File: src/rtl/nibble_serial_sub_pkg.sv
// Shared types and constants for the nibble-serial subtractor.
// Slice width, FSM states and counter sizing.
package nibble_serial_sub_pkg;

  localparam int SLICE_W = 4;

  typedef enum logic {
    IDLE,
    RUN
  } state_t;

  function automatic int cnt_w(input int nslice);
    return (nslice > 1) ? $clog2(nslice) : 1;
  endfunction

endpackage

File: src/rtl/nibble_serial_sub_if.sv
// Start/busy/done handshake and operand/result bus
// between a controller and the nibble-serial subtractor.
interface nibble_serial_sub_if #(
  parameter int WIDTH = 16
);

  logic             start;
  logic [WIDTH-1:0] a;
  logic [WIDTH-1:0] b;
  logic             bin;
  logic             busy;
  logic             done;
  logic [WIDTH-1:0] diff;
  logic             bout;
  logic             ovf;

  modport master (
    output start, a, b, bin,
    input  busy, done, diff, bout, ovf
  );

  modport slave (
    input  start, a, b, bin,
    output busy, done, diff, bout, ovf
  );

endinterface

File: src/rtl/nibble_serial_sub_bla4.sv
// 4-bit borrow-lookahead subtractor slice: d = a - b - bi.
// Purely combinational; bo is the borrow out of bit 3.
module bla4 (
  input  logic [3:0] a,
  input  logic [3:0] b,
  input  logic       bi,
  output logic [3:0] d,
  output logic       bo
);

  logic [3:0] g;
  logic [3:0] p;
  logic [4:0] c;

  assign g = ~a & b;
  assign p = ~(a ^ b);

  // Every borrow is flattened from g/p and bi, no ripple.
  assign c[0] = bi;
  assign c[1] = g[0]
              | (p[0] & c[0]);
  assign c[2] = g[1]
              | (p[1] & g[0])
              | (p[1] & p[0] & c[0]);
  assign c[3] = g[2]
              | (p[2] & g[1])
              | (p[2] & p[1] & g[0])
              | (p[2] & p[1] & p[0] & c[0]);
  assign c[4] = g[3]
              | (p[3] & g[2])
              | (p[3] & p[2] & g[1])
              | (p[3] & p[2] & p[1] & g[0])
              | (&p & c[0]);

  assign d  = a ^ b ^ c[3:0];
  assign bo = c[4];

endmodule

File: src/rtl/nibble_serial_sub.sv
// Multi-cycle subtractor: a - b - bin, one nibble per clock,
// LSB slice first, through a single shared bla4 slice.
module nibble_serial_sub #(
  parameter int WIDTH = 16
) (
  input logic                clk,
  input logic                rst_n,
  nibble_serial_sub_if.slave io
);

  import nibble_serial_sub_pkg::*;

  localparam int NSLICE = WIDTH / SLICE_W;
  localparam int CW     = cnt_w(NSLICE);
  localparam logic [CW-1:0] LAST = CW'(NSLICE - 1);

  state_t state;
  state_t state_nx;

  logic [CW-1:0]      cnt;
  logic [WIDTH-1:0]   a_w;
  logic [WIDTH-1:0]   b_w;
  logic               brw;
  logic [SLICE_W-1:0] wd   [NSLICE];
  logic [SLICE_W-1:0] a_sl [NSLICE];
  logic [SLICE_W-1:0] b_sl [NSLICE];

  logic [SLICE_W-1:0] d_s;
  logic               bo_s;
  logic [WIDTH-1:0]   diff_full;
  logic               ovf_full;

  logic               busy_q;
  logic               done_q;
  logic [WIDTH-1:0]   diff_q;
  logic               bout_q;
  logic               ovf_q;

  for (genvar k = 0; k < NSLICE; k++) begin : g_sl
    assign a_sl[k] = a_w[k*SLICE_W +: SLICE_W];
    assign b_sl[k] = b_w[k*SLICE_W +: SLICE_W];
  end

  bla4 u_bla4 (
    .a  (a_sl[cnt]),
    .b  (b_sl[cnt]),
    .bi (brw),
    .d  (d_s),
    .bo (bo_s)
  );

  // Stored slices plus the one being resolved this cycle.
  always_comb begin
    diff_full = '0;
    for (int k = 0; k < NSLICE; k++) begin
      diff_full[k*SLICE_W +: SLICE_W] =
        (cnt == CW'(k)) ? d_s : wd[k];
    end
  end

  assign ovf_full =
    (a_w[WIDTH-1] != b_w[WIDTH-1]) &&
    (diff_full[WIDTH-1] != a_w[WIDTH-1]);

  always_comb begin
    state_nx = state;
    unique case (state)
      IDLE: if (io.start) state_nx = RUN;
      RUN:  if (cnt == LAST) state_nx = IDLE;
    endcase
  end

  always_ff @(posedge clk or negedge rst_n) begin
    if (!rst_n) state <= IDLE;
    else        state <= state_nx;
  end

  always_ff @(posedge clk or negedge rst_n) begin
    if (!rst_n) begin
      cnt    <= '0;
      a_w    <= '0;
      b_w    <= '0;
      brw    <= 1'b0;
      wd     <= '{default: '0};
      busy_q <= 1'b0;
      done_q <= 1'b0;
      diff_q <= '0;
      bout_q <= 1'b0;
      ovf_q  <= 1'b0;
    end else begin
      done_q <= 1'b0;
      unique case (state)
        IDLE: begin
          if (io.start) begin
            a_w    <= io.a;
            b_w    <= io.b;
            brw    <= io.bin;
            cnt    <= '0;
            busy_q <= 1'b1;
          end
        end
        RUN: begin
          wd[cnt] <= d_s;
          brw     <= bo_s;
          cnt     <= cnt + 1'b1;
          if (cnt == LAST) begin
            diff_q <= diff_full;
            bout_q <= bo_s;
            ovf_q  <= ovf_full;
            done_q <= 1'b1;
            busy_q <= 1'b0;
          end
        end
      endcase
    end
  end

  assign io.busy = busy_q;
  assign io.done = done_q;
  assign io.diff = diff_q;
  assign io.bout = bout_q;
  assign io.ovf  = ovf_q;

endmodule

File: src/flat_wrapper.sv
// flat-port wrapper written by rule: the top's interface ports become plain ports
module nibble_serial_sub_flat import nibble_serial_sub_pkg::*;
#(
  parameter int WIDTH = 16
)
  (clk, rst_n, io_start, io_a, io_b, io_bin, io_busy, io_done, io_diff, io_bout, io_ovf);
  nibble_serial_sub_if #(.WIDTH(WIDTH)) io_i ();
  input logic clk;
  input logic rst_n;
  input wire logic [$bits(io_i.start)-1:0] io_start;
  input wire logic [$bits(io_i.a)-1:0] io_a;
  input wire logic [$bits(io_i.b)-1:0] io_b;
  input wire logic [$bits(io_i.bin)-1:0] io_bin;
  output wire logic [$bits(io_i.busy)-1:0] io_busy;
  output wire logic [$bits(io_i.done)-1:0] io_done;
  output wire logic [$bits(io_i.diff)-1:0] io_diff;
  output wire logic [$bits(io_i.bout)-1:0] io_bout;
  output wire logic [$bits(io_i.ovf)-1:0] io_ovf;
  assign io_i.start = io_start;
  assign io_i.a = io_a;
  assign io_i.b = io_b;
  assign io_i.bin = io_bin;
  assign io_busy = io_i.busy;
  assign io_done = io_i.done;
  assign io_diff = io_i.diff;
  assign io_bout = io_i.bout;
  assign io_ovf = io_i.ovf;
  nibble_serial_sub #(.WIDTH(WIDTH)) u_core (.clk(clk), .rst_n(rst_n), .io(io_i));
endmodule
File: config.mk
export PLATFORM = sky130hd
export DESIGN_NAME = nibble_serial_sub_flat
export DESIGN_NICKNAME = d
export VERILOG_FILES = /design/src/rtl/nibble_serial_sub_pkg.sv /design/src/rtl/nibble_serial_sub_if.sv /design/src/rtl/nibble_serial_sub_bla4.sv /design/src/rtl/nibble_serial_sub.sv /design/src/flat_wrapper.sv
export SDC_FILE = /design/constraint.sdc
export NUM_CORES = 1
export LEC_CHECK = 0
export ABC_AREA = 1
export BUFFER_PORTS_ARGS = -buffer_cell sky130_fd_sc_hd__buf_2
export CAP_MARGIN = 10
export CELL_PAD_IN_SITES_DETAIL_PLACEMENT = 0
export CELL_PAD_IN_SITES_GLOBAL_PLACEMENT = 1
export CORE_UTILIZATION = 41
export CTS_CLUSTER_SIZE = 40
export DETAILED_ROUTE_END_ITERATION = 7
export PLACE_DENSITY = 0.87
export SLEW_MARGIN = 20
export SYNTH_ARGS = -nofsm -noshare
export SYNTH_HDL_FRONTEND = slang
export SYNTH_SLANG_ARGS = --single-unit
File: constraint.sdc
create_clock -name clk -period 2.6 [get_ports clk]
set_input_delay 0.26 -clock clk [delete_from_list [all_inputs] [get_ports clk]]
set_output_delay 0.26 -clock clk [all_outputs]
set_load 0.05 [all_outputs]
==> results of run 1 <==
metrics by stage:
step | instances | hold slack [ns] | worst slack, ns | utilization [%]
after global placement | 527 | 0.339 | 0.357 | 48.2
after global routing | 544 | 0.0997 | 0.0442 | 51.1
final | 544 | 0.109 | 0.253 | 51.1
after detailed placement | 527 | 0.336 | 0.267 | 48.2
after floorplan | 382 | -0.0356 | 0.436 | -
after CTS | 544 | 0.0957 | 0.264 | 51.1
layer usage:
metal	track usage (%)	share of wire, %	wire length [um]	up-vias
li1	-	-	-	1337
met1	25.3	48	3300	1231
met2	32.6	47	3230	58
met3	5.76	5.0	345	6
met4	5.19	0.88	61	0
met5	0	0	0	-
registers in the layout, indices dropped and copies added (netlist names):
name / cells
u_core.state: 1
u_core.io.diff: 16
u_core.io.busy: 1
u_core.brw: 1
u_core.cnt: 2
u_core.a_w: 16
u_core.io.ovf: 1
u_core.io.done: 1
u_core.wd: 13
u_core.b_w: 16
u_core.io.bout: 1
cell type report:
class	instances	area [um2]	area share [%]
multi-input combinational	278	1280	34.1
tap	99	124	3.31
sequential	69	1730	46.1
clock inverter	6	62.6	1.67
timing repair buffer	62	343	9.15
inverter	20	75.1	2.00
clock buffer	10	138	3.67
logic make-up (layout without fill, tap and decap cells):
family / after synthesis / count (layout) / synth area share [%]
simple gates: 206 / 206 / 25.5
flops: 69 / 69 / 54.8
compound gates: 62 / 62 / 11.0
buf+inv: 35 / 98 / 4.72
fa+ha+maj: 9 / 9 / 3.81
xor+xnor: 1 / 1 / 0.278
path summary, 6_finish.rpt:
kind                               start              to  cells after the start
hold reg to reg            u_core.b_w[4]   u_core.b_w[4]                      2
setup reg to reg           u_core.cnt[1]    u_core.wd[3]                     11
setup / recovery           u_core.cnt[1]    u_core.wd[3]                     11
max in group asynchronous          rst_n   u_core.b_w[8]                      3
hold / removal                   io_a[5]   u_core.a_w[5]                      3
min in group asynchronous          rst_n  u_core.io.done                      2
worst min-delay path: stages:
cell	delay, ns
sky130_fd_sc_hd__buf_2	0.08
sky130_fd_sc_hd__nand2_1	0.04
sky130_fd_sc_hd__nand2_1	0.04
cells in the final DEF (no fill, tap or decap), types with 8 or more instances in the layout:
cell / instances
sky130_fd_sc_hd__buf_2: 55
sky130_fd_sc_hd__clkbuf_8: 10
sky130_fd_sc_hd__inv_1: 17
sky130_fd_sc_hd__nand3_1: 10
sky130_fd_sc_hd__nand2_1: 162
sky130_fd_sc_hd__ha_1: 8
sky130_fd_sc_hd__o21ai_0: 23
sky130_fd_sc_hd__a21oi_1: 28
sky130_fd_sc_hd__dfrtp_1: 69
sky130_fd_sc_hd__nor2_1: 27
repair_timing:
item,CTS,global route
buffers inserted,0,0
setup endpoints to repair,0,0
hold buffers,1,0
hold endpoints to repair,28,0
==> results, run 1 <==
- The first-pass GRT wire length is between 10,000 and 15,000 um.
- The core area is approximately 0.0073 mm2.
- The final critical-path required period is roughly 2.3 ns.
- The count of buffers inserted at the top-level ports is between 50 and 60.
- The number of buffer and inverter stages on the critical path is 1.
- The final max-slew violation count came to 0.
- The kind of end point of the critical path is a register.
- The number of flops mapped to enable cells by yosys is 0.
- The flow ran to the end, and the final reports show no timing, DRC or antenna violations.
- Summed over all failing endpoints, the final setup total negative slack is 0 ns.
- For this run, design rule violations remaining after detail routing come to 0.
- The post-synthesis instance total is 382.
- Synthesis produced a netlist with a net count of ~430.
- The first-iteration detailed-routing DRC count is 93.
- At the end of routability-driven placement, the weighted congestion stood at between 0.8 and 0.9.
- The required time of the critical path is 2.80 ns.
- After detailed routing, the average wire length per cell comes to approximately 13 um.
- In this run the remaining antenna-violating nets after routing total 0.
- The synthesized design contains slightly below 70 register bits.
- Cells with a size suffix above 1 make up approximately a fifth of the layout.
- Global routing consumed, over all layers together, 19.7% of the routing resources.
- The total CTS buffers is 9.
- The initial antenna violation count is 0.
- Setup repair after global routing left no endpoint under its margin.
- Before antenna repair, the detailed router went through 4 iterations.
- In this run the deepest clock path goes through 2 buffers.
- Entering global routing, the biggest net connects 42 pins.
- The routed layout has 2,632 vias.
- The transition at the pin with the smallest max-transition slack is ~0.69 ns.
- At the later pin of the worst-skew pair, clock insertion delay measures between 0.3 and 0.4 ns.
- The classification of the worst setup path is reg -> reg.
- The critical path's top delay family is simple AND/OR/NAND/NOR gates.
- The slowest stage of the critical path is the sky130_fd_sc_hd__dfrtp_1 cell.
- The clock input transition at the sequential cells of the worst setup and hold paths is ~0.08 ns.
- Sequential cells were found to cover a little over half of the synthesized design area.
- Sorting the synthesized cells by how often they occur yields sky130_fd_sc_hd__nand2_1, sky130_fd_sc_hd__dfrtp_1, sky130_fd_sc_hd__a21oi_1, sky130_fd_sc_hd__nor2_1, sky130_fd_sc_hd__o21ai_0.
- Of all cell types, the one taking the most synthesized area is sky130_fd_sc_hd__dfrtp_1.
- The area of the die is about 0.0080 mm2.
- The count of max-cap constraint violations is 0.
- The total number of H-tree levels is 3.
- Based on the critical path, the design can be clocked at up to about 430 MHz.
- The worst setup path is launched from a register.
- The share of flip-flops with an asynchronous set or reset after synthesis is 100%.
- TritonCTS built the clock tree.
- In this run the worst hold path is classified as in -> reg.
- The largest single stage delay on the critical path is approximately 0.48 ns.
- Of all nets on the critical path, the largest fanout is 13.
- The buffer cell driving the clock tree root is sky130_fd_sc_hd__clkbuf_8.
- The cell occurring most often along the worst timing path is sky130_fd_sc_hd__nand2_2.
- The post-detailed-route via-to-cell ratio is 4.84.
- In the synthesized netlist the dominant register cell turns out to be sky130_fd_sc_hd__dfrtp_1.
- 56 I/O pins were placed.
- The initial utilization of the core area, before any placement, comes to between 40% and 50%.
- The post-synthesis cell type count is 23.
- Measured along the y axis, the die boundary spans roughly 90 um.
- The number of cells upsized or downsized after cts is 0.
- Yosys attributes the largest share of cell area to sky130_fd_sc_hd__dfrtp_1, sky130_fd_sc_hd__nand2_1, sky130_fd_sc_hd__a21oi_1.
- The number of diodes is 0.
- The synthesized netlist occupies a cell area of approximately 0.0032 mm2.
- The TritonCTS sink count is 69.
- In this run the core area contains 31 standard-cell rows.
- The number of global-route vias before repair is around 2,600.
- The final design instance area without fill is 0.00375 mm2.
- Once placement finished, the instance area stood at around 0.0035 mm2.
- The relative slew slack is a little over half.
- The area share of the largest cell type after synthesis is a little over half.
- The most common cell in the synthesized netlist is sky130_fd_sc_hd__nand2_1.
- For this run, the number of Yosys warnings is 0.
- The number of hold violations in the final report is 0.
- The die boundary width is about 90 um.
- Data arrives at the worst endpoint at approximately 2.6 ns.
- The growth of design area from synthesis to finish is 18.8%.
- The remaining global-route overflow is 0.
- The net count of the finished layout is 485.
- The number of filler instances in the final layout is approximately 710.
- The setup slack on the worst flop-to-flop path is ~0.25 ns.
- In the finished design, the share of the clock period the worst path needs comes to about nine tenths.
- The final layout contains routed wiring with a total length of just under 7000 um.
- A synthesized cell averages roughly 8.3 um2.
- The final number of setup-violating endpoints is 0.
- Clock skew on the completed layout was measured at around 0.0095 ns.
- The half-perimeter wire length after detailed placement is around 4800 um.
- The critical path goes through inv_1 > o21ai_0 > o22ai_1 > ha_1 > or2_0 > nand2_2 > nand2_2 > nand2_2 > nand2_2 > nand2_1 > o21ai_0.
Power of run 1 is not shown: default switching activity piles up to over one toggle a cycle in this logic, so the estimate is an artifact.
==> run 2: changes to the inputs <==
- CORE_MARGIN: not set -> 5
- clock period: 2.6 -> 2.5 ns (I/O delays scaled with it)
==> run 2 against run 1 <==
Final cell count increased by 0.92%; critical endpoint unchanged; clock-buffer cell count decreased by 1; cell area is 1.9% higher; core utilization is 0.92 points lower; largest cell class unchanged.
==> results, run 2 (synthesis gave the netlist of run 1 again) <==
- The setup slack on the worst flop-to-flop path is 0.24 ns.
- The buffer levels on the longest clock path is 2.
- The total number of H-tree levels is 3.
- The startpoint identified for the worst register-to-register timing path is u_core.cnt[0].
- Summed over all nets, the half-perimeter wirelength after detailed placement is ~5000 um.
- The number of global-route vias before repair is 2,574.
- The worst-case setup margin in the final layout is 0.239 ns.
- With fillers left out, the area of the finished cells amounts to 0.00382 mm2.
- After clock tree synthesis, the clock-pin slew on the worst setup and hold paths is ~0.08 ns.
- For the final database, setup skew stands at between 0.01 and 0.015 ns.
- Global routing consumed, over all layers together, between 10% and 20% of the routing resources.
- The library cells used most frequently in the layout, excluding fill and tap cells, are sky130_fd_sc_hd__nand2_1, sky130_fd_sc_hd__dfrtp_1, sky130_fd_sc_hd__buf_2, sky130_fd_sc_hd__a21oi_1, sky130_fd_sc_hd__nor2_1.
- The kind of end point of the critical path is a register.
- The final max-slew violation count came to 0.
- Leaving out fill and tap cells, the most frequent cell in the layout is sky130_fd_sc_hd__nand2_1.
- TritonCTS built the clock tree.
- For the worst setup path, the data arrival time is 2.47 ns.
- The setup TNS after final layout is 0 ns.
- Based on the critical path, the design can be clocked at up to between 400 and 500 MHz.
- The category of the worst setup path launch point is a register.
- The core utilization of the finished layout is between 50% and 60%.
- The number of vias after detailed routing is about 2,600.
- Summed over all layers, the global routing overflow is 0.
- The source of the worst hold timing path is io_a[1].
- The destination of the worst register-to-register timing path is u_core.wd[3].
- In the final routed layout, each cell accounts on average for between 10 and 15 um.
- The die is about 100 um wide.
- The area of the die is ~0.0095 mm2.
- In the finished design, the share of the clock period the worst path needs comes to roughly nine tenths.
- The number of hold violations in the final report was 0.
- The placer congestion estimate is between 0.8 and 0.9.
- The worst-skew pair later-pin latency is about 0.36 ns.
- The highest fanout seen on the critical path is 17.
- The area growth from synthesis to layout is 21.1%.
- The die is 97.7 um tall.
- The post-route DRC violation count is 0.
- The initial antenna violation count was 0.
- The fraction of layout cells with a size suffix above 1 is between 20% and 30%.
- The final number of setup-violating endpoints is 0.
- The routed wire length is 7150 um.
- The count of buffers inserted at the top-level ports is 55.
- In the routed layout, each cell is associated on average with a via count of 4.81.
- Buffers inserted during clock tree synthesis total 9.
- Prior to clock tree synthesis, the placed netlist has a worst setup slack of roughly 0.17 ns.
- The worst hold path passes through 3 cells.
- In the final design database the tool counted ~490 nets.
- After floorplanning, the core was sized to cover between 0.007 and 0.008 mm2.
- The buffer cell driving the clock tree root is sky130_fd_sc_hd__clkbuf_8.
- The TritonCTS sink count is between 60 and 70.
- The first routing iteration left between 80 and 90 violations.
- Setup repair after global routing left no endpoint under its margin.
- The boundary pin count is 56.
- The class of the most critical hold timing path is in -> reg.
- The tool flagged a number of max-cap violations equal to 0.
- The number of diodes is 0.
- Entering global routing, the biggest net connects 43 pins.
- The worst-case reg-to-reg path depth is 11.
- The final critical-path required period is approximately 2.3 ns.
- The classification of the worst setup path is reg -> reg.
- The run finished with clean final reports.
- For the pin with the worst max-slew slack, the measured transition is 0.661 ns.
- The antenna violation net count after detailed routing is 0.
- The worst hold endpoint is u_core.a_w[1].
- The first global-routing pass estimated roughly 12,000 um of wire.
- The required time of the critical path is roughly 2.7 ns.
- For this configuration, the core starts out at a cell density of between 40% and 50%.
- The number of standard-cell rows in the floorplan is 32.
- The relative slew slack is a little under three fifths.
- The placed instances occupy a cell area of between 0.003 and 0.004 mm2.
- The count of TritonRoute iterations in the first routing pass is 4.
==> run 2: layout make-up <==
type / instances / area [um2]
Inverter: 20 / 78.8
Clock inverter: 7 / 124
Multi-Input combinational cell: 278 / 1280
Sequential cell: 69 / 1730
Clock buffer: 9 / 124
Timing Repair Buffer: 64 / 358
Fill cell: 752 / 3790
Tap cell: 102 / 128
==> run 2: routing by layer <==
| layer | wire length, um | global-route usage, % |
|---|---|---|
| met5 | 0 | 0 |
| met4 | 133 | 7.03 |
| met3 | 297 | 3.45 |
| met2 | 3330 | 24.8 |
| met1 | 3400 | 20.9 |
==> run 2: what timing repair did <==
action                                  4_1_cts  5_1_grt
gates resized for setup                       0        2
setup buffers                                 0        2
endpoints found under the hold margin        27        0
endpoints found under the setup margin        0        1
hold buffers                                  1        0
==> run 2: how the worst max path moves through the flow <==
stage / from / end / slack, ns / cells past startpoint
2_1_floorplan: u_core.cnt[0] / u_core.wd[3] / 0.34 / 13
6_report: u_core.cnt[0] / u_core.wd[3] / 0.24 / 11
3_3_place_gp: u_core.cnt[1] / u_core.io.diff[7] / 0.24 / 10
5_1_grt: u_core.cnt[0] / u_core.wd[3] / 0.01 / 11
4_1_cts: u_core.cnt[1] / u_core.wd[3] / 0.15 / 11
3_5_place_dp: u_core.cnt[1] / u_core.wd[3] / 0.17 / 11
==> run 2: worst max-delay path, stage by stage (launching register included) <==
cell                       delay, ns
sky130_fd_sc_hd__dfrtp_1        0.35
sky130_fd_sc_hd__clkinv_1       0.32
sky130_fd_sc_hd__o21ai_0        0.28
sky130_fd_sc_hd__o22ai_1        0.10
sky130_fd_sc_hd__ha_1           0.33
sky130_fd_sc_hd__or2_0          0.24
sky130_fd_sc_hd__nand2_2        0.09
sky130_fd_sc_hd__nand2_2        0.06
sky130_fd_sc_hd__nand2_2        0.08
sky130_fd_sc_hd__nand2_2        0.09
sky130_fd_sc_hd__nand2_1        0.08
sky130_fd_sc_hd__o21ai_0        0.09
==> run 2: per-stage QoR <==
step,instances,hold slack (ns)
6_report,549,0.0836
5_1_grt,549,0.0801
4_1_cts,547,0.0736
3_5_place_dp,530,0.310
3_3_place_gp,530,0.299
2_1_floorplan,382,-0.0456
Power of run 2 is left out for the same reason.
==> run 3: changes to the inputs <==
- ABC_AREA: 1 -> not set
- CORE_UTILIZATION: 41 -> 44
==> run 3 against run 2 <==
Cell area is 2.7% lower; global-route usage is 0.86 points lower; worst hold slack better by 0.052 ns; core utilization is 4.2 points higher; clock skew is 0.0042 ns lower; via count is 23% lower; setup slack worse by 0.099 ns; register-to-register slack worse by 0.099 ns; area after synthesis is 1.6% lower; maximum frequency is 4.2% lower.
==> results, run 3 <==
- The flow ran to the end, and the final reports show no timing, DRC or antenna violations.
- The clock input transition at the sequential cells of the worst setup and hold paths is around 0.07 ns.
- The mean area per synthesized cell is around 13 um2.
- The placer congestion estimate is 0.798.
- The routed wirelength normalized by instance count is around 15 um.
- The H-tree generated during clock tree synthesis spans 3 levels.
- The total setup buffers inserted after CTS is 0.
- Row generation in the floorplan step produced 30 rows.
- The fraction of layout cells with a size suffix above 1 is 40.1%.
- Along the worst hold path, the cell count comes to 2.
- The initial utilization of the core area, before any placement, comes to 45.4%.
- The first detailed-routing pass ran for 4 iterations.
- The area of the mapped netlist is 0.00310 mm2.
- After layout, the worst setup slack is roughly 0.14 ns.
- The routed layout has between 2,000 and 2,500 vias.
- The worst setup path is launched from a register.
- For this run, the total global-route usage over all layers was measured as between 10 and 15%.
- The final critical path takes up a little over nine tenths of the cycle.
- The boundary pin count is 56.
- Of the post-synthesis cell area, the dominant cell type holds 54.8%.
- Sorting the synthesized cells by how often they occur yields sky130_fd_sc_hd__dfrtp_1, sky130_fd_sc_hd__mux2_2, sky130_fd_sc_hd__nand2_1, sky130_fd_sc_hd__o21ai_0, sky130_fd_sc_hd__a21oi_1.
- In the layout the commonest cells are sky130_fd_sc_hd__dfrtp_1, sky130_fd_sc_hd__buf_2, sky130_fd_sc_hd__mux2_2, sky130_fd_sc_hd__nand2_1, sky130_fd_sc_hd__o21ai_0.
- The TritonCTS sink count is 68.
- The final max-slew violation count is 0.
- The clock tree from TritonCTS is yes.
- The number of diodes is 0.
- Sequential elements use a little over half of the synthesized area.
- Prior to clock tree synthesis, the placed netlist has a worst setup slack of approximately 0.022 ns.
- For this run, the number of Yosys warnings is 0.
- After the last flow step, the layout net total stands at 352.
- Sorting the synthesized cells by area gives the leading types as sky130_fd_sc_hd__dfrtp_1, sky130_fd_sc_hd__mux2_2, sky130_fd_sc_hd__mux4_2.
- Counting cells, the worst reg-to-reg path comes to 8.
- Relative to the synthesized area, the layout overhead comes to 19.7%.
- Among all flip-flop cells after synthesis, the most frequent one is sky130_fd_sc_hd__dfrtp_1.
- The top achievable clock speed is 424 MHz.
- The floorplan step defined a die boundary enclosing around 0.0088 mm2.
- The final critical-path required period is ~2.4 ns.
- The first-iteration detailed-routing DRC count is 81.
- Among all cell types in the netlist, the one instantiated most often is sky130_fd_sc_hd__dfrtp_1.
- The count of max-cap constraint violations is 0.
- The die is 94.0 um tall.
- STA puts the critical path data required time at about 2.7 ns.
- The clock reaches the later pin of the worst-skew pair after around 0.34 ns.
- Once placement finished, the instance area stood at 0.00349 mm2.
- The initial antenna violation count is 0.
- For this run, design rule violations remaining after detail routing come to 0.
- The count of nets left with antenna violations once routing finished came out at 0.
- Entering global routing, the biggest net connects 35 pins.
- Between clock sinks in the finished design, the worst skew comes to 0.00680 ns.
- The class of the most critical hold timing path is in -> reg.
- The first global-routing pass estimated roughly 10,000 um of wire.
- The floorplan step defined a core boundary enclosing just under 0.007 mm2.
- Counting every net in the synthesized netlist gives 293.
- The share of flip-flops with an asynchronous set or reset after synthesis is between 90% and 100%.
- Summing all non-filler instances in the final layout gives an area of around 0.0037 mm2.
- The top cell type by total area after synthesis is sky130_fd_sc_hd__dfrtp_1.
- The count of buffers inserted at the top-level ports is 55.
- The final number of setup-violating endpoints is 0.
- The most common cell after layout, fill and taps aside is sky130_fd_sc_hd__dfrtp_1.
- The buffer cell driving the clock tree root is sky130_fd_sc_hd__clkbuf_8.
- The buffer levels on the longest clock path is 2.
- The routed wire length is ~6000 um.
- The total CTS buffers is 9.
- The number of global-route vias before repair is roughly 2,100.
- The number of hold violations in the final report is 0.
- After detailed routing, the number of vias per cell comes to 4.98.
- After synthesis the netlist holds a flip-flop and latch count of between 60 and 70.
- From left edge to right edge, the die measures 94.0 um.
- For the pin with the worst max-slew slack, the measured transition is 0.455 ns.
- After legalization and detailed placement, the total HPWL measured about 4500 um.
- The relative slew slack is a little over two thirds.
- The arrival time at the worst endpoint is 2.56 ns.
- Summing all flip-flop and latch instances after layout gives about 0.0017 mm2.
- The filler cells instantiated in the layout total 610.
- The number of flops mapped to enable cells by yosys is 0.
- The worst setup path is of the reg -> reg kind.
- Counting every instance in the synthesized netlist gives around 250.
- The kind of end point of the critical path is a register.
- The total overflow left after global routing is 0.
- The post-synthesis cell type count is 31.
- Summing all multi-input logic gate instances after layout gives approximately 0.0013 mm2.
- The highest fanout seen on the critical path is 10.
[run 3: cell types whose count changed after synthesis, moves of 6 or more]
| cell | before | now |
|---|---|---|
| sky130_fd_sc_hd__mux2_2 | 0 | 33 |
| sky130_fd_sc_hd__inv_1 | 17 | 10 |
| sky130_fd_sc_hd__nor3b_1 | 0 | 6 |
| sky130_fd_sc_hd__nor2_1 | 27 | 7 |
| sky130_fd_sc_hd__a21oi_1 | 28 | 11 |
| sky130_fd_sc_hd__nand3_1 | 10 | 2 |
| sky130_fd_sc_hd__mux2i_1 | 0 | 6 |
| sky130_fd_sc_hd__nand2_1 | 162 | 29 |
| sky130_fd_sc_hd__mux4_2 | 0 | 8 |
| sky130_fd_sc_hd__o21ai_1 | 0 | 6 |
[run 3: cells by family after synthesis]
| group | count (synthesis) | synth area share, % |
|---|---|---|
| compound gates | 47 | 8.91 |
| flops | 68 | 54.8 |
| xor+xnor | 4 | 1.73 |
| mux | 47 | 19.7 |
| fa+ha+maj | 9 | 3.87 |
| simple gates | 49 | 7.42 |
| buf+inv | 24 | 3.51 |
[run 3: area by class of cell]
cell class	instances	area share (%)
Sequential cell	68	45.8
Clock inverter	4	1.28
Inverter	10	1.01
Clock buffer	12	4.18
Multi-Input combinational cell	156	35.2
Tap cell	96	3.23
Timing Repair Buffer	62	9.23
[run 3: worst paths after layout]
kind / endpoint / slack [ns] / from
max in group asynchronous: u_core.wd[4] / 1.43 / rst_n
worst max register to register: u_core.wd[10] / 0.14 / u_core.cnt[0]
min in group asynchronous: u_core.io.diff[15] / 0.37 / rst_n
worst max-delay path: u_core.wd[10] / 0.14 / u_core.cnt[0]
worst min register to register: u_core.io.diff[0] / 0.48 / u_core.io.diff[0]
worst min-delay path: u_core.b_w[8] / 0.14 / io_b[8]
[run 3: critical path, cell delays in order (launching register included)]
cell                      delay, ns
sky130_fd_sc_hd__dfrtp_1       0.41
sky130_fd_sc_hd__buf_12        0.16
sky130_fd_sc_hd__mux4_2        0.51
sky130_fd_sc_hd__inv_1         0.12
sky130_fd_sc_hd__ha_1          0.27
sky130_fd_sc_hd__a21o_1        0.19
sky130_fd_sc_hd__a21oi_2       0.20
sky130_fd_sc_hd__xnor2_2       0.20
sky130_fd_sc_hd__o21ai_0       0.16
[run 3: what timing repair did]
item                       4_1_cts  5_1_grt
hold endpoints to repair        14        0
pin swaps                        0        0
setup endpoints to repair        1        7
hold buffers                     1        0
resized for setup                1        2
[run 3: through the flow]
step	setup TNS (ns)	util [%]	cells	hold slack, ns
5_1_grt	-0.0250	54.4	408	0.118
2_1_floorplan	0	-	248	-0.0456
4_1_cts	0	54.3	408	0.118
6_report	0	54.4	408	0.136
3_3_place_gp	0	51.0	391	0.181
3_5_place_dp	0	51.0	391	0.183
[run 3: per-layer routing]
layer  vias to the layer above  global-route usage (%)  share of wire, %
met1                       983                    20.2                47
met3                         6                    4.57               5.2
met2                        53                    23.1                47
li1                        988                       -                 -
met5                         -                       0                 0
met4                         0                    4.33              0.78
Power of run 3 is left out for the same reason.
